<file path="src/rtl/receiver_pkg.sv">
// Shared constants for the multi-channel receive stage.
package receiver_pkg;

    localparam int unsigned CH_LEFT  = 0;
    localparam int unsigned CH_RIGHT = 1;
    localparam int unsigned CH_SELF  = 2;

    localparam int unsigned ARB_FIXED = 0;
    localparam int unsigned ARB_RR    = 1;

endpackage

</file>
<file path="src/rtl/channel_fifo.sv">
// Per-channel circular buffer; push to a full FIFO and pop from an empty one are ignored.
module channel_fifo #(
    parameter int unsigned WIDTH = 32,
    parameter int unsigned DEPTH = 4
) (
    input  logic                     clk,
    input  logic                     reset,
    input  logic                     push_i,
    input  logic                     pop_i,
    input  logic [WIDTH-1:0]         wdata_i,
    output logic [WIDTH-1:0]         head_c_o,
    output logic                     full_c_o,
    output logic                     empty_c_o,
    output logic [$clog2(DEPTH):0]   count_o
);

    localparam int unsigned PTR_W = $clog2(DEPTH);
    localparam int unsigned CNT_W = PTR_W + 1;

    logic [WIDTH-1:0] mem_q [DEPTH];
    logic [PTR_W-1:0] wr_ptr_q, wr_ptr_d;
    logic [PTR_W-1:0] rd_ptr_q, rd_ptr_d;
    logic [CNT_W-1:0] count_q, count_d;
    logic             do_push;
    logic             do_pop;

    // Flags come from the registered count only, so a same-cycle pop never frees a slot for a push.
    assign full_c_o  = (count_q == CNT_W'(DEPTH));
    assign empty_c_o = (count_q == '0);
    assign head_c_o  = mem_q[rd_ptr_q];
    assign count_o   = count_q;

    assign do_push = push_i && !full_c_o;
    assign do_pop  = pop_i && !empty_c_o;

    always_comb begin
        wr_ptr_d = wr_ptr_q;
        rd_ptr_d = rd_ptr_q;
        count_d  = count_q;
        if (do_push) wr_ptr_d = wr_ptr_q + PTR_W'(1);
        if (do_pop)  rd_ptr_d = rd_ptr_q + PTR_W'(1);
        if (do_push && !do_pop)      count_d = count_q + CNT_W'(1);
        else if (do_pop && !do_push) count_d = count_q - CNT_W'(1);
    end

    always_ff @(posedge clk) begin
        if (reset) begin
            wr_ptr_q <= '0;
            rd_ptr_q <= '0;
            count_q  <= '0;
        end else begin
            wr_ptr_q <= wr_ptr_d;
            rd_ptr_q <= rd_ptr_d;
            count_q  <= count_d;
        end
    end

    // Storage is not reset; only slots behind a valid count are ever read out.
    always_ff @(posedge clk) begin
        if (!reset && do_push) mem_q[wr_ptr_q] <= wdata_i;
    end

endmodule

</file>
<file path="src/rtl/receiver_fifo_arbiter.sv">
// Multi-channel receive stage: per-link FIFOs, fixed or round-robin arbiter,
// and a registered valid/ready output carrying the source channel.
module receiver_fifo_arbiter
    import receiver_pkg::*;
#(
    parameter int unsigned WIDTH   = 32,
    parameter int unsigned NCH     = 3,
    parameter int unsigned DEPTH   = 4,
    parameter int unsigned RR_MODE = ARB_FIXED
) (
    input  logic                     clk,
    input  logic                     reset,
    input  logic [NCH-1:0]           in_valid,
    input  logic [NCH*WIDTH-1:0]     in_data,
    output logic [NCH-1:0]           in_ready,
    output logic [NCH-1:0]           overflow,
    output logic [WIDTH-1:0]         out_data,
    output logic [$clog2(NCH)-1:0]   out_src,
    output logic                     out_valid,
    input  logic                     out_ready
);

    localparam int unsigned SRC_W = $clog2(NCH);
    localparam int unsigned CNT_W = $clog2(DEPTH) + 1;

    logic [WIDTH-1:0] head  [NCH];
    logic [CNT_W-1:0] count [NCH];
    logic [NCH-1:0]   full;
    logic [NCH-1:0]   empty;
    logic [NCH-1:0]   pop;

    logic             load;
    logic             grant_valid;
    logic [SRC_W-1:0] grant;

    logic [WIDTH-1:0] out_data_q,   out_data_d;
    logic [SRC_W-1:0] out_src_q,    out_src_d;
    logic             out_valid_q,  out_valid_d;
    logic [SRC_W-1:0] last_grant_q, last_grant_d;
    logic [NCH-1:0]   overflow_q,   overflow_d;

    for (genvar c = 0; c < NCH; c++) begin : g_ch
        channel_fifo #(
            .WIDTH (WIDTH),
            .DEPTH (DEPTH)
        ) u_fifo (
            .clk       (clk),
            .reset     (reset),
            .push_i    (in_valid[c]),
            .pop_i     (pop[c]),
            .wdata_i   (in_data[c*WIDTH +: WIDTH]),
            .head_c_o  (head[c]),
            .full_c_o  (full[c]),
            .empty_c_o (empty[c]),
            .count_o   (count[c])
        );
        assign in_ready[c] = (count[c] != CNT_W'(DEPTH));
    end

    // Grant the first non-empty channel, scanning from 0 (fixed) or from last_grant+1 (round-robin).
    always_comb begin
        int unsigned start;
        int unsigned idx;
        grant_valid = 1'b0;
        grant       = '0;
        start       = 0;
        idx         = 0;
        if (RR_MODE == ARB_RR) start = (32'(last_grant_q) + 1) % NCH;
        for (int unsigned i = 0; i < NCH; i++) begin
            idx = (start + i) % NCH;
            if (!grant_valid && !empty[SRC_W'(idx)]) begin
                grant_valid = 1'b1;
                grant       = SRC_W'(idx);
            end
        end
    end

    assign load = !out_valid_q || out_ready;

    always_comb begin
        out_data_d   = out_data_q;
        out_src_d    = out_src_q;
        out_valid_d  = out_valid_q;
        last_grant_d = last_grant_q;
        pop          = '0;
        overflow_d   = overflow_q | (in_valid & full);
        if (load) begin
            if (grant_valid) begin
                pop[grant]   = 1'b1;
                out_data_d   = head[grant];
                out_src_d    = grant;
                out_valid_d  = 1'b1;
                last_grant_d = grant;
            end else begin
                out_valid_d  = 1'b0;
            end
        end
    end

    always_ff @(posedge clk) begin
        if (reset) begin
            out_data_q   <= '0;
            out_src_q    <= '0;
            out_valid_q  <= 1'b0;
            last_grant_q <= SRC_W'(NCH - 1);
            overflow_q   <= '0;
        end else begin
            out_data_q   <= out_data_d;
            out_src_q    <= out_src_d;
            out_valid_q  <= out_valid_d;
            last_grant_q <= last_grant_d;
            overflow_q   <= overflow_d;
        end
    end

    assign out_data  = out_data_q;
    assign out_src   = out_src_q;
    assign out_valid = out_valid_q;
    assign overflow  = overflow_q;

endmodule

</file>
<file path="config.mk">
export PLATFORM = sky130hd
export DESIGN_NAME = receiver_fifo_arbiter
export DESIGN_NICKNAME = d
export VERILOG_FILES = /design/src/rtl/receiver_pkg.sv /design/src/rtl/channel_fifo.sv /design/src/rtl/receiver_fifo_arbiter.sv
export SDC_FILE = /design/constraint.sdc
export NUM_CORES = 1
export LEC_CHECK = 0
export BUFFER_PORTS_ARGS = -buffer_cell sky130_fd_sc_hd__buf_4
export CAP_MARGIN = 20
export CELL_PAD_IN_SITES_DETAIL_PLACEMENT = 1
export CELL_PAD_IN_SITES_GLOBAL_PLACEMENT = 2
export CORE_UTILIZATION = 49
export DETAILED_ROUTE_END_ITERATION = 8
export PLACE_DENSITY_LB_ADDON = 0.2
export SYNTH_ARGS = -nofsm -noshare
export SYNTH_HDL_FRONTEND = slang
export SYNTH_HIERARCHICAL = 1
export SYNTH_SLANG_ARGS = --single-unit
</file>
<file path="constraint.sdc">
create_clock -name clk -period 5.36 [get_ports clk]
set_input_delay 0 -clock clk [delete_from_list [all_inputs] [get_ports clk]]
set_output_delay 0 -clock clk [all_outputs]
set_load 0.02 [all_outputs]
</file>
==> impl_summary.txt, run 1 <==
----------------------------------------------------
[Hold path]
  Hold path startpoint ... in_data[72]
  Hold Path Depth ... 2
  Hold worst-path end ... g_ch[2].u_fifo/mem_q[2][8]
  Class of the worst hold path ... in2reg

[Setup path]
  Critical path capture point type ... flip-flop
  Worst endpoint data arrival time ... 3.53 ns
  Req. time, crit path ... 5.82 ns
  Source of the worst register-to-register timing path ... g_ch[1].u_fifo/count_o[1]
  Reg2Reg Depth ... 10
  Crit path launch type ... flip-flop
  Crit Path Max Fanout ... 67
  Path type of the worst setup path ... reg2reg
  Terminus of the critical flop-to-flop path ... g_ch[1].u_fifo/count_o[2]
  Register-to-register path setup slack ... 2.30 ns

[Clocking]
  Post-CTS setup buffer count ... 0
  Clock net sink count ... 449
  Cell at the root of the clock tree ... sky130_fd_sc_hd__clkbuf_16
  Clock input transition at the sequential cells of the worst setup and hold paths ... 0.06 ns
  Worst skew pair latency ... 0.55 ns
  TritonCTS clock tree ... built
  H-Tree Depth ... 2
  Number of buffers created by CTS ... 47
  Clock Path Buffers ... 3
  Gates resized, CTS repair ... 0

[Synth]
  Net count after synthesis ... 1061
  Proportion of synthesized chip area in sequential cells ... 72.5%
  Largest family of logic cells by synthesized area ... multiplexers
  Mux contribution to synthesized area ... 12.6%
  Count of state elements after synthesis ... 449
  Mapped cell area ... 17700 um^2
  Unique masters post-synth ... 38
  Simple logic cell fraction of the synthesized area ... 5.85%
  XOR/XNOR Fraction of Synth Area ... 0.594%
  Adder-cell share of the synthesized area ... 1.40%
  Count of warnings emitted by yosys ... 6
  Synthesized area per cell ... 18.8 um^2
  Mapped Cells ... 941
  Fraction of the mapped netlist area in compound gates ... 4.65%

[Timing]
  Fmax ... 326 MHz
  Worst-case headroom to the max-slew limit ... 41.0%
  Total Neg Setup Slack ... 0 ns
  Setup clock skew after layout ... 0.0151 ns
  Number of endpoints failing setup at the final stage ... 0
  Final Hold Vio Count ... 0
  Unrepaired setup endpoints after global routing ... false
  Slew at the pin with the worst max-slew slack ... 0.886 ns
  Final-report max-slew violation count ... 0
  Period minus WS final ... 3.06 ns
  Final worst path period share ... 57.2%

[Cells and area]
  Proportion of layout cells with a drive suffix above 1 ... 30.2%
  Footprint of the flip-flops and latches ... 12800 um^2
  Final design utilization ... 61.3%
  Area overhead of the layout relative to synthesis ... 23.1%
  Nets ... 1321
  Layout fillers ... 3156
  Cell area after layout ... 21800 um^2
  Multi-input gate area in the final layout ... 4520 um^2

[Die]
  Floorplan die area ... 36900 um^2
  Starting density of the core ... 49.8%
  Total number of placement rows ... 69
  Die span in y ... 192 um
  Horiz. Die Dim ... 192 um
  Count of boundary I/O pins ... 143
  Placeable core area ... 35600 um^2

[Run]
  Max-cap check violation count ... 0

[Pwr]
  Share of total power in sequential cells ... 43.1%
  Net switching fraction of the power ... 29.4%
  Combinational share of power ... 25.5%
  Internal power consumption ... 7.17 mW
  Power per cell area ... 466 nW/um^2
  Static leakage power ... 7.49 nW
  Clock share of power ... 31.5%
  Switching component of the power ... 2.98 mW
  IR drop worst, VDD ... 0.327 mV

[Outcome]
  Result of the run ... finished, final reports clean

[Global routing]
  Largest net degree at the start of global routing ... 68
  Gr usage total ... 22.6%
  Number of global-route vias before repair ... 10000
  Global-route wire length before repair ... 60900 um
  Initial antenna violation count ... 2
  Total global routing overflow ... 0

[Placement]
  HPWL after detailed placement ... 25700 um
  Port-buffer cells ... 142
  Routability congestion estimate ... 0.725
  Placed instance area ... 19200 um^2

[Drt]
  Via density ... 5.57
  Count of TritonRoute iterations in the first routing pass ... 4
  Initial detailed-routing violation count ... 653
  Post-Route WL ... 41000 um
  Total number of vias ... 9471
  DR DRC count ... 0
  Residual antenna-violating net count after detailed routing ... 0
  Routed wire length per instance ... 24.1 um

----------------------------------------------------
-- how the worst max path moves through the flow --
stage | cells after the start | slack, ns | startpoint | to
finish | 10 | 2.30 | g_ch[1].u_fifo/count_o[1] | g_ch[1].u_fifo/count_o[2]
global route | 10 | 2.07 | g_ch[1].u_fifo/count_o[1] | g_ch[1].u_fifo/count_o[2]
CTS | 10 | 2.30 | g_ch[1].u_fifo/count_o[1] | g_ch[1].u_fifo/count_o[2]
detailed placement | 10 | 2.33 | g_ch[1].u_fifo/count_o[1] | g_ch[1].u_fifo/count_o[2]
global placement | 10 | 2.41 | g_ch[1].u_fifo/count_o[1] | g_ch[1].u_fifo/count_o[2]
floorplan | 3 | 1.75 | g_ch[0].u_fifo/count_o[0] | g_ch[0].u_fifo/mem_q[0][0]
-- metal layers --
layer | part of all wire, % | vias up | global-route usage [%]
met5 | 0 | - | 0
met4 | 2.0 | 0 | 6.54
met3 | 3.8 | 50 | 2.83
met2 | 52 | 220 | 38.7
met1 | 42 | 4920 | 30.4
li1 | - | 4281 | -
-- worst max-delay path: stages, from the launching register on --
cell                      delay [ns]
sky130_fd_sc_hd__dfxtp_1        0.41
sky130_fd_sc_hd__nor3_2         0.26
sky130_fd_sc_hd__buf_4          0.54
sky130_fd_sc_hd__nor3b_1        0.21
sky130_fd_sc_hd__o31ai_2        0.13
sky130_fd_sc_hd__ha_1           0.25
sky130_fd_sc_hd__inv_1          0.06
sky130_fd_sc_hd__fa_1           0.37
sky130_fd_sc_hd__xor2_1         0.16
sky130_fd_sc_hd__or3_2          0.41
sky130_fd_sc_hd__a21oi_1        0.15
-- what timing repair did --
action,in CTS,in global routing
hold buffers,103,0
setup endpoints to repair,0,0
endpoints found under the hold margin,404,0
-- cells in the final DEF (no fill, tap or decap), types with 13 or more instances in the layout --
cell type and instances:
sky130_fd_sc_hd__ha_1 15, sky130_fd_sc_hd__nand2_1 36, sky130_fd_sc_hd__nor2_1 23, sky130_fd_sc_hd__edfxtp_1 384, sky130_fd_sc_hd__buf_4 165, sky130_fd_sc_hd__dlygate4sd3_1 103, sky130_fd_sc_hd__dfxtp_1 61, sky130_fd_sc_hd__a311oi_1 25
sky130_fd_sc_hd__mux4_2 96, sky130_fd_sc_hd__inv_1 13, sky130_fd_sc_hd__and3b_1 32, sky130_fd_sc_hd__clkbuf_16 49, sky130_fd_sc_hd__o21ai_1 31, sky130_fd_sc_hd__a21oi_1 42, sky130_fd_sc_hd__nor2b_1 33
-- final cells by class --
type                            count  area share (%)
Sequential cell                   449            58.9
Multi-Input combinational cell    419            20.7
Timing Repair Buffer              268            10.4
Clock buffer                       64            6.02
Tap cell                          461            2.65
Clock inverter                     21           0.964
Inverter                           16           0.310
Antenna cell                        1          0.0115
-- flip-flops by register name (all words and copies together), names as in the netlist, named ones only --
| register | flops |
|---|---|
| out_data | 32 |
| g_ch.u_fifo/count_o | 9 |
| out_valid | 1 |
| g_ch.u_fifo/mem_q | 384 |
| out_src | 2 |
| g_ch.u_fifo/wr_ptr_q | 6 |
| overflow | 3 |
| g_ch.u_fifo/rd_ptr_q | 6 |
-- Yosys cell counts (all sizes together) --
library cell	instances	area, um^2
mux2i	7	70.1
nand2	36	135
o21ai	38	190
inv	16	67.6
and3b	32	280
nand2b	10	85.1
o311ai	3	26.3
nor3b	16	154
a311oi	32	324
edfxtp	384	11500
fa	3	60.1
and2	2	12.5
a21bo	1	10.0
clkbuf	23	87.6
or3	6	41.3
nand3	1	10.0
a21oi	42	210
nor2	23	86.3
buf	34	270
o31ai	3	37.5
a21boi	1	7.51
nor2b	33	206
xor2	12	105
a211oi	1	7.51
mux4	96	2160
nor3	5	25.0
ha	15	188
o21ba	1	10.0
dfxtp	65	1300
-- stage by stage --
step,power (mW),std cells,setup WS [ns],hold slack (ns)
final,10.2,1699,2.30,0.197
after global routing,10.6,1699,2.07,0.193
after CTS,10.3,1698,2.30,0.172
after detailed placement,7.00,1510,2.33,0.204
after global placement,6.95,1510,2.41,0.201
after floorplan,6.20,941,1.75,0.0989
-- cells by family (layout without fill, tap and decap cells) --
group                    after synthesis  after routing
AO/OA/AOI/OAI                        122            122
XOR/XNOR                              12             12
adder cells (fa/ha/maj)               18             18
buffers and inverters                 73            369
flip-flops                           449            449
multiplexers                         103            103
other                                  0              1
AND/OR/NAND/NOR                      164            164
-- power groups by stage --
stage / sequential, mW / clock (mW) / combinational, mW
after global placement: 4.44 / 0 / 2.51
after detailed placement: 4.45 / 0 / 2.56
after global routing: 4.41 / 3.36 / 2.81
final: 4.37 / 3.19 / 2.58
after CTS: 4.38 / 3.25 / 2.64
after floorplan: 4.46 / 0 / 1.74
(Power assumes the default switching activity.)
==> inputs of run 2 (changes only) <==
--- a/config.mk
+++ b/config.mk
@@ -9,7 +9,7 @@
 export CAP_MARGIN = 20
 export CELL_PAD_IN_SITES_DETAIL_PLACEMENT = 1
 export CELL_PAD_IN_SITES_GLOBAL_PLACEMENT = 2
-export CORE_UTILIZATION = 49
+export CORE_UTILIZATION = 41
 export DETAILED_ROUTE_END_ITERATION = 8
 export PLACE_DENSITY_LB_ADDON = 0.2
 export SYNTH_ARGS = -nofsm -noshare
==> constraint.sdc (replaced) <==
create_clock -name clk -period 2.8 [get_ports clk]
set_input_delay 0 -clock clk [delete_from_list [all_inputs] [get_ports clk]]
set_output_delay 0 -clock clk [all_outputs]
set_load 0.02 [all_outputs]
==> run 2 against run 1 <==
Combinational power is 100% higher. Critical path depth fell by 5. Sequential share of layout area fell by 0.34 points. Global-route usage fell by 2.8 points. Via count decreased by 1.3%. Critical path type unchanged. Highest routed layer unchanged.
==> impl_summary.txt, run 2 (synthesized netlist as in run 1, its figures left out) <==
----------------------------------------------------
[Pwr]
  Share of total power in sequential cells ... 43.0% (about the same)
  Switching component of the power ... 5.82 mW (+95%)
  Static leakage power ... 7.50 nW (+0.14%)
  Internal power consumption ... 13.5 mW (+89%)
  Combinational share of power ... 26.7% (+1.2 points)
  Power per cell area ... 883 nW/um^2 (+90%)
  Net switching fraction of the power ... 30.1% (+0.66 points)
  Clock share of power ... 30.4% (-1.1 points)
  IR drop worst, VDD ... 0.518 mV (+58%)
  Pwr Total ... 19.3 mW (+91%)

[Global routing]
  Global-route wire length before repair ... 64200 um (+5.4%)
  Gr usage total ... 19.8% (-2.8 points)
  Number of global-route vias before repair ... 10100 (+0.74%)
  Total global routing overflow ... 0 (unchanged)
  Initial antenna violation count ... 1 (-1)
  Largest net degree at the start of global routing ... 67 (-1.5%)

[Clocking]
  Number of buffers created by CTS ... 48 (+2.1%)
  Clock net sink count ... 449 (unchanged)
  Clock Path Buffers ... 3 (unchanged)
  Gates resized, CTS repair ... 0 (unchanged)
  Post-CTS setup buffer count ... 0 (unchanged)
  TritonCTS clock tree ... built
  H-Tree Depth ... 2 (unchanged)
  Worst skew pair latency ... 0.58 ns (+0.03 ns)
  Clock input transition at the sequential cells of the worst setup and hold paths ... 0.06 ns (about the same)
  Cell at the root of the clock tree ... sky130_fd_sc_hd__clkbuf_16

[Die]
  Die span in y ... 210 um (+9.2%)
  Count of boundary I/O pins ... 143 (unchanged)
  Horiz. Die Dim ... 210 um (+9.2%)
  Total number of placement rows ... 75 (+8.7%)
  Placeable core area ... 42200 um^2 (+19%)
  Starting density of the core ... 41.9% (-7.8 points)
  Floorplan die area ... 44000 um^2 (+19%)

[Outcome]
  Result of the run ... finished, final reports clean

[Setup path]
  Path type of the worst setup path ... reg2reg
  Worst endpoint data arrival time ... 2.98 ns (-0.55 ns)
  Crit-path max cell delay ... 0.68 ns (+0.14 ns)
  CP cell instances ... nor3_2 > buf_4 > a21bo_2 > nand2_1 > a311oi_1
  Buffers & Inverters on Critical Path ... 1 (-1)
  Req. time, crit path ... 3.27 ns (-2.55 ns)
  Crit path launch type ... flip-flop
  Crit path max-delay family ... compound AO/OA/AOI/OAI gates
  Crit Path Max Fanout ... 66 (-1.5%)
  Critical path capture point type ... flip-flop
  Standard cell with the maximum stage delay on the critical path ... sky130_fd_sc_hd__a21bo_2
  Register-to-register path setup slack ... 0.29 ns (-2.00 ns)

[Hold path]
  Class of the worst hold path ... in2reg

[Timing]
  Final-report max-slew violation count ... 0 (unchanged)
  Slew at the pin with the worst max-slew slack ... 0.666 ns (-0.220 ns)
  Unrepaired setup endpoints after global routing ... false
  Final worst path period share ... 89.6% (+32 points)
  Final Hold Vio Count ... 0 (unchanged)
  Period minus WS final ... 2.51 ns (-0.556 ns)
  Fmax ... 399 MHz (+22%)
  Least setup slack across all paths after layout ... 0.291 ns (-2.00 ns)
  Worst-case headroom to the max-slew limit ... 55.4% (+14 points)
  Number of endpoints failing setup at the final stage ... 0 (unchanged)
  Setup clock skew after layout ... 0.0148 ns (-0.000355 ns)

[Cells and area]
  # diodes ... 0 (-1)
  Max FFs per register ... 384 (unchanged)
  Area overhead of the layout relative to synthesis ... 23.8%
  Proportion of layout cells with a drive suffix above 1 ... 29.7% (-0.43 points)
  Commonest non-fill, non-tap cells in the layout ... 384 x sky130_fd_sc_hd__edfxtp_1, 171 x sky130_fd_sc_hd__buf_4, 102 x sky130_fd_sc_hd__dlygate4sd3_1
  Reg with most FFs ... g_ch.u_fifo/mem_q
  Most frequent standard cell in the layout excluding fill and tap cells ... sky130_fd_sc_hd__edfxtp_1
  Nets ... 1331 (+0.76%)

[Drt]
  Total number of vias ... 9347 (-1.3%)
  DR DRC count ... 0 (unchanged)
  Via density ... 5.23 (-6.2%)
  Post-Route WL ... 42200 um (+3.0%)
  Routed wire length per instance ... 23.6 um (-2.1%)
  Initial detailed-routing violation count ... 589 (-9.8%)
  Residual antenna-violating net count after detailed routing ... 0 (unchanged)
  Count of TritonRoute iterations in the first routing pass ... 4 (unchanged)

[Placement]
  Routability congestion estimate ... 0.744 (+2.6%)
  Post-Place Worst Slack ... 0.283 ns (-2.04 ns)
  Port-buffer cells ... 142 (unchanged)
  HPWL after detailed placement ... 26500 um (+3.3%)

[Run]
  Max-cap check violation count ... 0 (unchanged)

----------------------------------------------------
[run 2: cell count changes in the layout (fill, tap and decap cells not counted), moves of 3 or more]
cell,change
sky130_fd_sc_hd__clkinv_1,+10
sky130_fd_sc_hd__buf_4,+6
sky130_fd_sc_hd__clkinv_2,-5
sky130_fd_sc_hd__buf_12,+4
sky130_fd_sc_hd__clkbuf_1,+3
sky130_fd_sc_hd__clkbuf_8,-3
[run 2: repair_timing]
item	4_1_cts	5_1_grt
setup endpoints to repair	0	0
hold endpoints to repair	410	0
hold buffers	102	0
[run 2: layout make-up]
type / instances / area [um^2]
timing repair buffer: 277 / 2380
sequential: 449 / 12800
inverter: 16 / 67.6
tap: 539 / 674
fill: 3911 / 20300
multi-input combinational: 419 / 4520
clock inverter: 23 / 156
clock buffer: 64 / 1280
[run 2: power groups by stage]
stage / clock network, mW / registers [mW] / logic, mW
global route: 6.26 / 8.39 / 5.63
CTS: 6.02 / 8.33 / 5.29
global placement: 0 / 8.44 / 5.08
detailed placement: 0 / 8.46 / 5.16
floorplan: 0 / 8.54 / 3.34
finish: 5.88 / 8.31 / 5.16
[run 2: per-layer routing]
layer / GRT usage, % / share of wire (%)
met5: 0 / 0
met4: 4.46 / 1.4
met3: 3.55 / 4.2
met2: 34.3 / 52
met1: 26.1 / 43
[run 2: path summary, 6_finish.rpt]
kind                              from                    endpoint  depth (start not counted)
min                        in_data[67]  g_ch[2].u_fifo/mem_q[2][3]                          2
max          g_ch[1].u_fifo/count_o[1]                 out_data[2]                          5
min reg2reg                overflow[2]                 overflow[2]                          2
max reg2reg  g_ch[1].u_fifo/count_o[1]                 out_data[2]                          5
[run 2: metrics by stage]
step,hold slack (ns),std cells,TNS [ns],utilization (%),area [um^2]
4_1_cts,0.128,1787,0,51.9,21900
6_report,0.166,1787,0,51.9,21900
3_5_place_dp,0.203,1598,0,46.1,19500
2_1_floorplan,0.0989,941,-310.43,-,17700
5_1_grt,0.157,1787,0,51.9,21900
3_3_place_gp,0.200,1598,0,46.1,19500
==> inputs of run 3 (changes only) <==
--- a/config.mk
+++ b/config.mk
@@ -9,7 +9,7 @@
 export CAP_MARGIN = 20
 export CELL_PAD_IN_SITES_DETAIL_PLACEMENT = 1
 export CELL_PAD_IN_SITES_GLOBAL_PLACEMENT = 2
-export CORE_UTILIZATION = 41
+export CORE_UTILIZATION = 35
 export DETAILED_ROUTE_END_ITERATION = 8
 export PLACE_DENSITY_LB_ADDON = 0.2
 export SYNTH_ARGS = -nofsm -noshare
==> run 3 against run 2 <==
Flip-flop and latch count unchanged. Die area increased by 17%. First-iteration DRC count decreased by 11%. Design area increased by 1.3%. Sequential share of layout area decreased by 0.75 points. Via count increased by 0.65%. Highest routed layer unchanged.
==> impl_summary.txt, run 3 (synthesized netlist as in run 1, its figures left out) <==
----------------------------------------------------
[Cells and area]
  # diodes ... 0 (unchanged)
  Proportion of layout cells with a drive suffix above 1 ... 30.9% (+1.2 points)
  Multi-input gate area in the final layout ... 4520 um^2 (unchanged)
  Nets ... 1334 (+0.23%)
  Max FFs per register ... 384 (unchanged)
  Most frequent standard cell in the layout excluding fill and tap cells ... sky130_fd_sc_hd__edfxtp_1
  Final design utilization ... 44.3% (-7.6 points)
  Commonest non-fill, non-tap cells in the layout ... 384 x sky130_fd_sc_hd__edfxtp_1, 169 x sky130_fd_sc_hd__buf_4, 103 x sky130_fd_sc_hd__dlygate4sd3_1
  Reg with most FFs ... g_ch.u_fifo/mem_q
  Area overhead of the layout relative to synthesis ... 25.4%
  Footprint of the flip-flops and latches ... 12800 um^2 (unchanged)
  Post-route insts no fill ... 1916 (+7.2%)
  Layout fillers ... 4904 (+25%)
  Cell area after layout ... 22200 um^2 (+1.3%)

[Timing]
  Setup clock skew after layout ... 0.0282 ns (+0.0134 ns)
  Worst-case headroom to the max-slew limit ... 56.5% (+1.1 points)
  Period minus WS final ... 2.64 ns (+0.134 ns)
  Total Neg Setup Slack ... 0 ns (unchanged)
  Least setup slack across all paths after layout ... 0.157 ns (-0.134 ns)
  Final-report max-slew violation count ... 0 (unchanged)
  Final Hold Vio Count ... 0 (unchanged)
  Number of endpoints failing setup at the final stage ... 0 (unchanged)
  Final worst path period share ... 94.4% (+4.8 points)
  Fmax ... 378 MHz (-5.1%)
  Unrepaired setup endpoints after global routing ... false
  Slew at the pin with the worst max-slew slack ... 0.652 ns (-0.0136 ns)
  Worst Hold Slack ... 0.174 ns (+0.00835 ns)

[Drt]
  Count of TritonRoute iterations in the first routing pass ... 4 (unchanged)
  Via density ... 4.91 (-6.1%)
  Total number of vias ... 9408 (+0.65%)
  Routed wire length per instance ... 23.4 um (-0.90%)
  DR DRC count ... 0 (unchanged)
  Residual antenna-violating net count after detailed routing ... 0 (unchanged)
  Post-Route WL ... 44800 um (+6.2%)
  Initial detailed-routing violation count ... 526 (-11%)

[Setup path]
  CP cell instances ... nor3_2 > nor3b_1 > o31ai_2 > ha_1 > inv_1 > fa_1 > xor2_1 > or3_2 > a21oi_1
  Crit path launch type ... flip-flop
  Buffers & Inverters on Critical Path ... 1 (unchanged)
  Standard cell with the maximum stage delay on the critical path ... sky130_fd_sc_hd__nor3b_1
  Crit path max-delay family ... simple AND/OR/NAND/NOR gates
  Critical path capture point type ... flip-flop
  Worst endpoint data arrival time ... 3.14 ns (+0.16 ns)
  Source of the critical timing path ... g_ch[0].u_fifo/count_o[1]
  Path type of the worst setup path ... reg2reg
  Source of the worst register-to-register timing path ... g_ch[0].u_fifo/count_o[1]
  Crit Path Max Fanout ... 7 (-89%)
  Crit-path max cell delay ... 0.49 ns (-0.19 ns)
  Req. time, crit path ... 3.30 ns (+0.03 ns)

[Die]
  Starting density of the core ... 35.4% (-6.6 points)
  Total number of placement rows ... 82 (+9.3%)
  Die span in y ... 227 um (+8.2%)
  Placeable core area ... 50100 um^2 (+19%)
  Floorplan die area ... 51500 um^2 (+17%)
  Horiz. Die Dim ... 227 um (+8.2%)
  Count of boundary I/O pins ... 143 (unchanged)

[Pwr]
  Power per cell area ... 895 nW/um^2 (+1.4%)
  IR drop worst, VDD ... 0.479 mV (-7.5%)
  Pwr Total ... 19.9 mW (+2.7%)
  Static leakage power ... 7.57 nW (+0.92%)

[Placement]
  Post-Place Worst Slack ... 0.218 ns (-0.0651 ns)
  Port-buffer cells ... 142 (unchanged)
  Number of placed instances with taps included ... 1733 (+8.4%)
  HPWL after detailed placement ... 28600 um (+7.8%)
  Routability congestion estimate ... 0.739 (-0.70%)
  Placed instance area ... 19700 um^2 (+1.2%)

[Clocking]
  Cell at the root of the clock tree ... sky130_fd_sc_hd__clkbuf_16
  Clock input transition at the sequential cells of the worst setup and hold paths ... 0.06 ns (about the same)
  Number of buffers created by CTS ... 48 (unchanged)
  Worst skew pair latency ... 0.58 ns (about the same)
  Post-CTS setup buffer count ... 0 (unchanged)
  Gates resized, CTS repair ... 0 (unchanged)
  Clock net sink count ... 449 (unchanged)
  H-Tree Depth ... 2 (unchanged)
  Clock Path Buffers ... 3 (unchanged)
  TritonCTS clock tree ... built
  CTS hold repair buffers ... 103 (+0.98%)

[Hold path]
  Class of the worst hold path ... in2reg
  Hold path startpoint ... in_data[85]

[Global routing]
  Initial antenna violation count ... 2 (+1)
  Gr usage total ... 17.9% (-2.0 points)
  Largest net degree at the start of global routing ... 60 (-10%)
  Global-route wire length before repair ... 66100 um (+2.9%)
  Number of global-route vias before repair ... 10100 (+0.069%)
  Total global routing overflow ... 0 (unchanged)

[Run]
  Max-cap check violation count ... 0 (unchanged)

[Outcome]
  Result of the run ... finished, final reports clean

----------------------------------------------------
[run 3: changes by cell type in the layout (fill, tap and decap cells not counted), sizes merged]
cell         previous run  this run
buf                   175       177
bufinv                  2         4
clkbuf                 64        57
dlygate4sd3           102       103
inv                    18        16
[run 3: layout make-up]
class	instances	share of cell area, %
clock buffers	57	5.66
clock inverters	23	1.01
inverters	16	0.304
multi-input cells	419	20.4
flip-flops and latches	449	57.8
well taps	672	3.79
repair buffers	280	11.1
[run 3: layer usage]
metal	global-route usage, %	wire length, um
met5	0	0
met4	5.10	753
met3	2.57	1690
met2	29.7	22400
met1	24.4	20000
[run 3: report_power, final]
part	total (mW)	leakage (nW)	internal, mW	switching (mW)
clock	6.09	0.734	3.55	2.54
combinational	5.46	2.81	2.37	3.09
sequential	8.32	4.02	7.88	0.438
total	19.9	7.57	13.8	6.07
[run 3: path summary, 6_finish.rpt]
kind	to	slack [ns]	cells past startpoint
max	g_ch[1].u_fifo/count_o[2]	0.16	9
min	g_ch[2].u_fifo/mem_q[1][21]	0.17	2
max reg2reg	g_ch[1].u_fifo/count_o[2]	0.16	9
min reg2reg	overflow[2]	0.47	2
[run 3: worst register-to-register path: stages, from the launching register on]
cell and delay (ns):
sky130_fd_sc_hd__dfxtp_1 0.41, sky130_fd_sc_hd__nor3_2 0.38, sky130_fd_sc_hd__nor3b_1 0.49, sky130_fd_sc_hd__o31ai_2 0.17, sky130_fd_sc_hd__ha_1 0.24, sky130_fd_sc_hd__inv_1 0.07
sky130_fd_sc_hd__fa_1 0.18, sky130_fd_sc_hd__xor2_1 0.08, sky130_fd_sc_hd__or3_2 0.41, sky130_fd_sc_hd__a21oi_1 0.14
